## src/rtl/prog_loader_pkg.sv

```systemverilog
// Shared types and rules for the program loader: FSM states, word framing and the header count rule.
package loader_pkg;

  localparam int BYTES_PER_WORD = 4;

  typedef enum logic [2:0] {
    IDLE,
    HDR,
    DATA,
`ifdef CHECKSUM_EN
    CHK,
`endif
    DONE,
    ERR
  } state_t;

  // A header is usable only if it names between one word and a full memory.
  function automatic logic hdr_count_ok(input logic [7:0] n, input int depth);
    return (int'(n) >= 1) && (int'(n) <= depth);
  endfunction

endpackage

```

## src/rtl/prog_loader_if.sv

```systemverilog
// Byte stream in, instruction-memory write port out; the loader sits on the slave side.
interface prog_loader_if #(parameter int ADDR_W = 5);

  logic [7:0]        in_data;
  logic              in_valid;
  logic              in_ready;
  logic              imem_we;
  logic [ADDR_W-1:0] imem_waddr;
  logic [31:0]       imem_wdata;

  modport master (
    output in_data, in_valid,
    input  in_ready, imem_we, imem_waddr, imem_wdata
  );

  modport slave (
    input  in_data, in_valid,
    output in_ready, imem_we, imem_waddr, imem_wdata
  );

endinterface

```

## src/rtl/prog_loader_word_assembler.sv

```systemverilog
// Packs bytes MSB first into a 32-bit word and pulses word_valid the cycle after the 4th byte.
module word_assembler
  import loader_pkg::*;
(
  input  logic        clk,
  input  logic        rst,
  input  logic        clear,
  input  logic        byte_en,
  input  logic [7:0]  byte_in,
  output logic [31:0] word,
  output logic        word_valid
);

  logic [1:0] byte_idx;

  always_ff @(posedge clk) begin
    if (rst) begin
      word       <= '0;
      byte_idx   <= '0;
      word_valid <= 1'b0;
    end else begin
      word_valid <= 1'b0;
      if (clear) begin
        byte_idx <= '0;
      end else if (byte_en) begin
        word     <= {word[23:0], byte_in};
        byte_idx <= byte_idx + 2'd1;
        if (byte_idx == 2'(BYTES_PER_WORD - 1))
          word_valid <= 1'b1;
      end
    end
  end

endmodule

```

## src/rtl/prog_loader.sv

```systemverilog
// Program loader: frames a byte stream into instruction-memory writes and holds the CPU in reset meanwhile.
// Optional trailing XOR checksum byte is enabled by defining CHECKSUM_EN.
module prog_loader
  import loader_pkg::*;
#(
  parameter int ADDR_W = 5
) (
  input  logic          clk,
  input  logic          rst,
  input  logic          start,
  prog_loader_if.slave  bus,
  output logic          cpu_hold,
  output logic          done,
  output logic          error
);

  localparam int DEPTH = 2 ** ADDR_W;
  localparam logic [ADDR_W:0] ONE_LEFT = (ADDR_W + 1)'(1);

  state_t            state, next_state;
  logic [ADDR_W:0]   remaining;
  logic [ADDR_W-1:0] waddr;
  logic              in_ready_q;
  logic              ready_next;
  logic              take;
  logic              final_write;
  logic              byte_en;
  logic [31:0]       word;
  logic              word_valid;
`ifdef CHECKSUM_EN
  logic [7:0]        checksum;
`endif

  assign take        = bus.in_valid && in_ready_q;
  assign final_write = word_valid && (remaining == ONE_LEFT);
  // A byte arriving alongside the last write belongs to the checksum, never to a new word.
  assign byte_en     = take && (state == DATA) && !final_write;

  word_assembler u_asm (
    .clk        (clk),
    .rst        (rst),
    .clear      (state == HDR),
    .byte_en    (byte_en),
    .byte_in    (bus.in_data),
    .word       (word),
    .word_valid (word_valid)
  );

  always_comb begin
    next_state = state;
    unique case (state)
      IDLE: if (start) next_state = HDR;
      HDR:  if (take) next_state = hdr_count_ok(bus.in_data, DEPTH) ? DATA : ERR;
      DATA: begin
`ifdef CHECKSUM_EN
        if (final_write) begin
          if (take) next_state = (bus.in_data == checksum) ? DONE : ERR;
          else      next_state = CHK;
        end
`else
        if (final_write) next_state = DONE;
`endif
      end
`ifdef CHECKSUM_EN
      CHK:  if (take) next_state = (bus.in_data == checksum) ? DONE : ERR;
`endif
      DONE: if (start) next_state = HDR;
      ERR:  if (start) next_state = HDR;
      default: next_state = IDLE;
    endcase
  end

  always_comb begin
    ready_next = (next_state == HDR) || (next_state == DATA);
`ifdef CHECKSUM_EN
    if (next_state == CHK) ready_next = 1'b1;
`endif
  end

  always_ff @(posedge clk) begin
    if (rst) state <= IDLE;
    else     state <= next_state;
  end

  // Status outputs are registered from the next state so they change together with it.
  always_ff @(posedge clk) begin
    if (rst) begin
      in_ready_q <= 1'b0;
      cpu_hold   <= 1'b1;
      done       <= 1'b0;
      error      <= 1'b0;
    end else begin
      in_ready_q <= ready_next;
      cpu_hold   <= (next_state != DONE);
      done       <= (next_state == DONE);
      error      <= (next_state == ERR);
    end
  end

  always_ff @(posedge clk) begin
    if (rst) begin
      waddr     <= '0;
      remaining <= '0;
    end else if ((state == HDR) && take) begin
      waddr     <= '0;
      remaining <= (ADDR_W + 1)'(bus.in_data);
    end else if (word_valid) begin
      waddr     <= waddr + 1'b1;
      remaining <= remaining - ONE_LEFT;
    end
  end

`ifdef CHECKSUM_EN
  always_ff @(posedge clk) begin
    if (rst)                checksum <= '0;
    else if (state == HDR)  checksum <= '0;
    else if (byte_en)       checksum <= checksum ^ bus.in_data;
  end
`endif

  assign bus.in_ready   = in_ready_q;
  assign bus.imem_we    = word_valid;
  assign bus.imem_waddr = waddr;
  assign bus.imem_wdata = word;

endmodule

```

## src/flat_wrapper.sv

```systemverilog
// flat-port wrapper written by rule: the top's interface ports become plain ports
module prog_loader_flat import loader_pkg::*;
#(
  parameter int ADDR_W = 5
)
  (clk, rst, start, cpu_hold, done, error, bus_in_data, bus_in_valid, bus_in_ready, bus_imem_we, bus_imem_waddr, bus_imem_wdata);
  prog_loader_if #(.ADDR_W(ADDR_W)) bus_i ();
  input  logic clk;
  input  logic rst;
  input  logic start;
  output logic cpu_hold;
  output logic done;
  output logic error;
  input wire logic [$bits(bus_i.in_data)-1:0] bus_in_data;
  input wire logic [$bits(bus_i.in_valid)-1:0] bus_in_valid;
  output wire logic [$bits(bus_i.in_ready)-1:0] bus_in_ready;
  output wire logic [$bits(bus_i.imem_we)-1:0] bus_imem_we;
  output wire logic [$bits(bus_i.imem_waddr)-1:0] bus_imem_waddr;
  output wire logic [$bits(bus_i.imem_wdata)-1:0] bus_imem_wdata;
  assign bus_i.in_data = bus_in_data;
  assign bus_i.in_valid = bus_in_valid;
  assign bus_in_ready = bus_i.in_ready;
  assign bus_imem_we = bus_i.imem_we;
  assign bus_imem_waddr = bus_i.imem_waddr;
  assign bus_imem_wdata = bus_i.imem_wdata;
  prog_loader #(.ADDR_W(ADDR_W)) u_core (.clk(clk), .rst(rst), .start(start), .bus(bus_i), .cpu_hold(cpu_hold), .done(done), .error(error));
endmodule
```

## config.mk

```make
export PLATFORM = sky130hd
export DESIGN_NAME = prog_loader_flat
export DESIGN_NICKNAME = d
export VERILOG_FILES = /design/src/rtl/prog_loader_pkg.sv /design/src/rtl/prog_loader_if.sv /design/src/rtl/prog_loader_word_assembler.sv /design/src/rtl/prog_loader.sv /design/src/flat_wrapper.sv
export SDC_FILE = /design/constraint.sdc
export NUM_CORES = 1
export LEC_CHECK = 0
export ABC_AREA = 1
export CAP_MARGIN = 20
export CORE_AREA = 2 2 74 69
export CTS_CLUSTER_DIAMETER = 100
export DETAILED_ROUTE_END_ITERATION = 8
export DIE_AREA = 0 0 76 71
export DONT_BUFFER_PORTS = 1
export PLACE_DENSITY = 0.6
export SYNTH_ARGS = -nofsm -noshare
export SYNTH_HDL_FRONTEND = slang
export SYNTH_SLANG_ARGS = --single-unit
```

## constraint.sdc

```tcl
create_clock -name clk -period 1.8 [get_ports clk]
set_input_delay 0.36 -clock clk [delete_from_list [all_inputs] [get_ports clk]]
set_output_delay 0.36 -clock clk [all_outputs]
set_load 0.005 [all_outputs]
```

==> summary.txt, run 1 <==
Register area share after synthesis: 46.9%
Area of the mapped netlist: 2260 µm²
Setup TNS: 0 ns
CTS Buf Count: 5
Clock Power Share: 34.0%
Finished Layout Cells: 354
Die area: 5400 µm²
Final setup fails: 0
Setup slack, reg-to-reg: 0.25 ns
# Max-Cap Violations: 0
CP Class: flop to flop
Yosys cell types: 28
Clock-pin slew on the worst setup and hold paths: 0.09 ns
Top Ports: 54
DR pass1 iterations: 4
Post-Synthesis Cells: 289
Worst-margin pin slew: 0.445 ns
Largest net degree at the start of global routing: 31
Most instantiated cells after synthesis: inv_1, dfxtp_1, a21oi_1
Placed Cells: 346
Most used cell, CP: inv_1
Area share of the largest cell type after synthesis: 46.9%
Critical path arrival: 1.75 ns
Number of DRC markers in iteration 0: 46
CTS tree: built
Gp weighted congestion: 0.790
Unrepaired setup endpoints after global routing: false
Critical Path RT: 1.99 ns
Vias: 1707
Wire length of the first global-routing pass: 7270 µm
Setup Buffers After CTS: 0
Area Overhead vs Synth: 7.25%
Die X: 76 µm
Number of routed nets with antenna violations: 0
Area of placed instances: 2320 µm²
Clk sinks: 53
Fmax achieved: 644 MHz
Clock skew: 0.00772 ns
Post-synth EDFFs: 0
Final Hold Fails: 0
Pwr per Cell Area: 807 nW/µm²
Core area: 4650 µm²
Post-synth ARST share: 0%
Top delay family on crit path: simple AND/OR/NAND/NOR gates
Share of cells above drive strength 1: 9.69%
Final WL: 4310 µm
H-tree levels: 2
Logic pwr share: 5.3%
Net Sw Power: 439 µW
Syn Area/Cell: 7.83 µm²
Max IR drop VDD: 0.524 mV
WL/cell: 12.2 µm
Yosys reg bits: 53
Int Pwr: 1520 µW
Clock Tree Buf Depth: 2
Placement Setup Slack: 0.190 ns
Net Sw Frac: 22.4%
Crit end category: flop
Die Ht: 71 µm
Worst setup SP type: flop
Grt ovf: 0
Clk_lat worst skew: 0.30 ns
Cell taking the most area after synthesis: dfxtp_1
Hold Buf Count CTS: 0
Initial Util: 48.6%
Slew Limit Fails: 0
Tot GR Track Use: 16.7%
CP max stage delay: 0.33 ns
Root Driver: clkbuf_8
Final period util: 86.3%
Status: completed
Crit-path slowest cell: dfxtp_1
Worst hold path class: input pin to flop
Dpl hpwl: 2960 µm
Worst-path fanout max: 30
Initial antenna violation count: 0
Mapped Nets: 305
Final worst setup slack: 0.247 ns
Ant. Diodes: 0
# DRC: 0
Most numerous cell in the Yosys netlist: inv_1
Placement row count: 24
Number of buffers added on ports: 0
Leak: 0.000963 µW
Ranking of synthesized cells by area: dfxtp_1, inv_1, a21oi_1, o21ai_0, nand2_1
Vias in the first global route: 1607
Post_cts resized: 0
Buffers and inverters on the worst path: 3
Min Clock Period, post-route: 1.55 ns
Flop pwr share: 60.7%
CP Cell Sequence: inv_1 -> ha_1 -> nand2_1 -> inv_1 -> nand3_2 -> nand4_4 -> buf_12 -> o21ai_0 -> a21oi_1
Synthesis Warnings: 0
Final Cell Area: 2430 µm²
Rel. slew slack: 70.3%
Tot Pwr: 1960 µW
NumNets Final: 305
Drt via density: 4.82
Top_reg_cell synth: dfxtp_1
[state kept, by name (all words and copies together), names as in the netlist]
register	flops
u_core.u_asm.byte_idx	2
u_core.u_asm.word	32
u_core.bus.imem_waddr	5
u_core.cpu_hold	1
u_core.error	1
u_core.done	1
u_core.u_asm.word_valid	1
u_core.state	3
u_core.remaining	6
u_core.bus.in_ready	1
[cell families (layout without fill, tap and decap cells)]
group | count (synthesis) | count (layout) | synth area share [%]
fa+ha+maj | 4 | 4 | 2.21
simple gates | 69 | 70 | 16.3
xor+xnor | 6 | 6 | 2.32
buf+inv | 73 | 72 | 13.4
compound gates | 84 | 84 | 18.9
flops | 53 | 53 | 46.9
[final cells by class]
cell class	count	area, µm²
Tap cell	65	81.3
Clock inverter	1	7.51
Timing Repair Buffer	4	55.1
Multi-Input combinational cell	164	910
Clock buffer	6	82.6
Inverter	61	229
Fill cell	472	2230
Sequential cell	53	1060
[power by group through the flow]
stage | Sequential (µW) | Clock [µW] | Combinational, µW
CTS | 1190 | 697 | 102
detailed placement | 1220 | 0 | 102
global route | 1190 | 740 | 122
floorplan | 1210 | 0 | 88.0
global placement | 1220 | 0 | 100
finish | 1190 | 666 | 104
[per-stage QoR]
stage,util (%),hold WS [ns]
6_report,52.1,0.116
5_1_grt,52.1,0.0937
4_1_cts,51.9,0.104
3_5_place_dp,49.9,0.432
3_3_place_gp,49.9,0.431
2_1_floorplan,-,0.427
[worst paths after layout]
path                                            start  depth (start not counted)                     to
worst max-delay path              u_core.remaining[1]                          9   u_core.u_asm.word[6]
worst min-delay path                              rst                          1    u_core.remaining[2]
worst min register to register  u_core.u_asm.word[29]                          2  u_core.u_asm.word[29]
worst max register to register    u_core.remaining[1]                          9   u_core.u_asm.word[6]
[metal layers]
metal  track usage (%)  routed length, µm  up-vias
li1                  -                  -      925
met1              20.2               2050      724
met2              26.8               1880       47
met3              5.74                276       11
met4              8.08                109        0
met5                 0                  0        -
[placed cells by master, fill, tap and decap left out, types with 5 or more instances in the layout]
cell type	instances
nor2_1	15
o21ai_0	29
inv_1	56
o21ai_1	11
dfxtp_1	53
clkbuf_8	6
nand3_1	7
inv_2	5
a21oi_1	41
nand2_1	29
[worst register-to-register path, cell delays in order, from the launching register on]
cell and delay, ns:
dfxtp_1 0.33, inv_1 0.08, ha_1 0.19, nand2_1 0.06, inv_1 0.04, nand3_2 0.11
nand4_4 0.20, buf_12 0.23, o21ai_0 0.15, a21oi_1 0.05
(Power assumes the default switching activity.)
==> run 2: changes to the inputs <==
- REMOVE_ABC_BUFFERS: not set -> 1
==> run 2 against run 1 <==
First-iteration DRC count rose by 11%. Combinational power fell by 4%. Clock power rose by 0.6%. Sequential power barely moved. Final cell count did not move. Flip-flop and latch count did not move. Die area did not move. Largest cell class unchanged.
==> summary.txt, run 2 (synthesized netlist as in run 1, its figures left out) <==
Clock Tree Buf Depth: 2
Worst-path fanout max: 17
Ant. Diodes: 0
Final Cell Area: 2400 µm²
CTS Buf Count: 5
Setup slack, reg-to-reg: 0.27 ns
Rel. slew slack: 75.0%
Core area: 4650 µm²
CP Class: flop to flop
Initial antenna violation count: 0
Max layer used: met4
Final WL: 3980 µm
Area of placed instances: 2310 µm²
Placed Cells: 346
Initial Util: 48.6%
Final Hold Fails: 0
Vias in the first global route: 1487
Fillers: 470
Int Pwr: 1490 µW
Clock skew: 0.00677 ns
Vias: 1632
Clock-pin slew on the worst setup and hold paths: 0.10 ns
Grt ovf: 0
Met1 Wirelength: 1970 µm
Gp weighted congestion: 0.735
Dpl hpwl: 2830 µm
# Max-Cap Violations: 0
Largest net degree at the start of global routing: 42
Critical path arrival: 1.73 ns
Setup TNS: 0 ns
NumNets Final: 304
Met3 WL: 228 µm
DR pass1 iterations: 4
Setup Buffers After CTS: 0
H-tree levels: 2
Final period util: 84.8%
Logic pwr share: 5.1%
Area Overhead vs Synth: 6.14%
Die X: 76 µm
CTS tree: built
Crit end category: flop
Clk sinks: 53
Leak: 0.000933 µW
Min Clock Period, post-route: 1.53 ns
Flop pwr share: 60.7%
Commonest non-fill, non-tap cell in the layout: inv_1
Die area: 5400 µm²
End-of-flow core utilization: 51.6%
Status: completed
Number of routed nets with antenna violations: 0
Largest Register: u_core.u_asm.word
Root Driver: clkbuf_8
Most frequent cells in the layout: inv_1, dfxtp_1, a21oi_1
WL/cell: 11.2 µm
Final setup fails: 0
Worst hold path class: input pin to flop
Met2 wire len: 1730 µm
Worst setup SP type: flop
Slew Limit Fails: 0
Wire length of the first global-routing pass: 6910 µm
Net Sw Frac: 23.8%
Drt via density: 4.61
Critical Path RT: 2.01 ns
Top Ports: 54
Number of buffers added on ports: 0
Placement row count: 24
Post_cts resized: 0
Die Ht: 71 µm
Clock Power Share: 34.2%
Clk_lat worst skew: 0.31 ns
Tot GR Track Use: 15.9%
Max IR drop VDD: 0.428 mV
Net Sw Power: 466 µW
Fmax achieved: 655 MHz
Pwr per Cell Area: 816 nW/µm²
Number of DRC markers in iteration 0: 51
Max FFs per register: 32
# DRC: 0
Share of cells above drive strength 1: 9.69%
Unrepaired setup endpoints after global routing: false
Worst-margin pin slew: 0.374 ns
Hold Buf Count CTS: 0
Finished Layout Cells: 354
==> run 2: changes by cell type in the layout (fill, tap and decap cells not counted) <==
cell / change
buf_12: -1
clkinv_2: +1
inv_6: +1
buf_4: +1
nand4_2: -1
clkbuf_8: -1
==> run 2: path summary, 6_finish.rpt <==
kind	start	endpoint	cells past startpoint
max	u_core.remaining[1]	u_core.u_asm.word[11]	9
min	rst	u_core.error	1
max reg2reg	u_core.remaining[1]	u_core.u_asm.word[11]	9
min reg2reg	u_core.u_asm.byte_idx[1]	u_core.u_asm.byte_idx[1]	2
==> run 2: per-layer routing <==
metal,GRT usage (%),up-vias
met5,0,-
met4,5.45,0
met3,5.74,5
met2,24.4,28
met1,20.9,682
li1,-,917
==> run 2: worst max-delay path, cell delays in order (launching register included) <==
cell and delay [ns]:
dfxtp_1 0.35, inv_1 0.08, ha_1 0.18, nand2_1 0.06, inv_1 0.04, nand3_2 0.08
nand4_4 0.18, buf_4 0.25, o21ai_0 0.16, a21oi_1 0.05
==> run 2: area by class of cell <==
| cell class | count | area (µm²) | area share [%] |
|---|---|---|---|
| Clock buffer | 5 | 68.8 | 2.87 |
| Clock inverter | 3 | 21.3 | 0.886 |
| Inverter | 61 | 229 | 9.54 |
| Multi-Input combinational cell | 163 | 897 | 37.4 |
| Sequential cell | 53 | 1060 | 44.2 |
| Tap cell | 65 | 81.3 | 3.39 |
| Timing Repair Buffer | 4 | 42.5 | 1.77 |
==> run 2: power by group through the flow <==
stage | Combinational, µW | Sequential (µW) | Clock, µW
after floorplan | 82.5 | 1210 | 0
after global placement | 101 | 1220 | 0
after detailed placement | 101 | 1220 | 0
after CTS | 101 | 1190 | 698
after global routing | 117 | 1190 | 740
final | 99.9 | 1190 | 670
==> run 2: through the flow <==
| step | hold slack (ns) | power (µW) | worst slack (ns) |
|---|---|---|---|
| finish | 0.109 | 1960 | 0.273 |
| global route | 0.0925 | 2050 | 0.0686 |
| CTS | 0.0991 | 1990 | 0.254 |
| detailed placement | 0.433 | 1320 | 0.271 |
| global placement | 0.433 | 1320 | 0.309 |
| floorplan | 0.427 | 1300 | 0.126 |
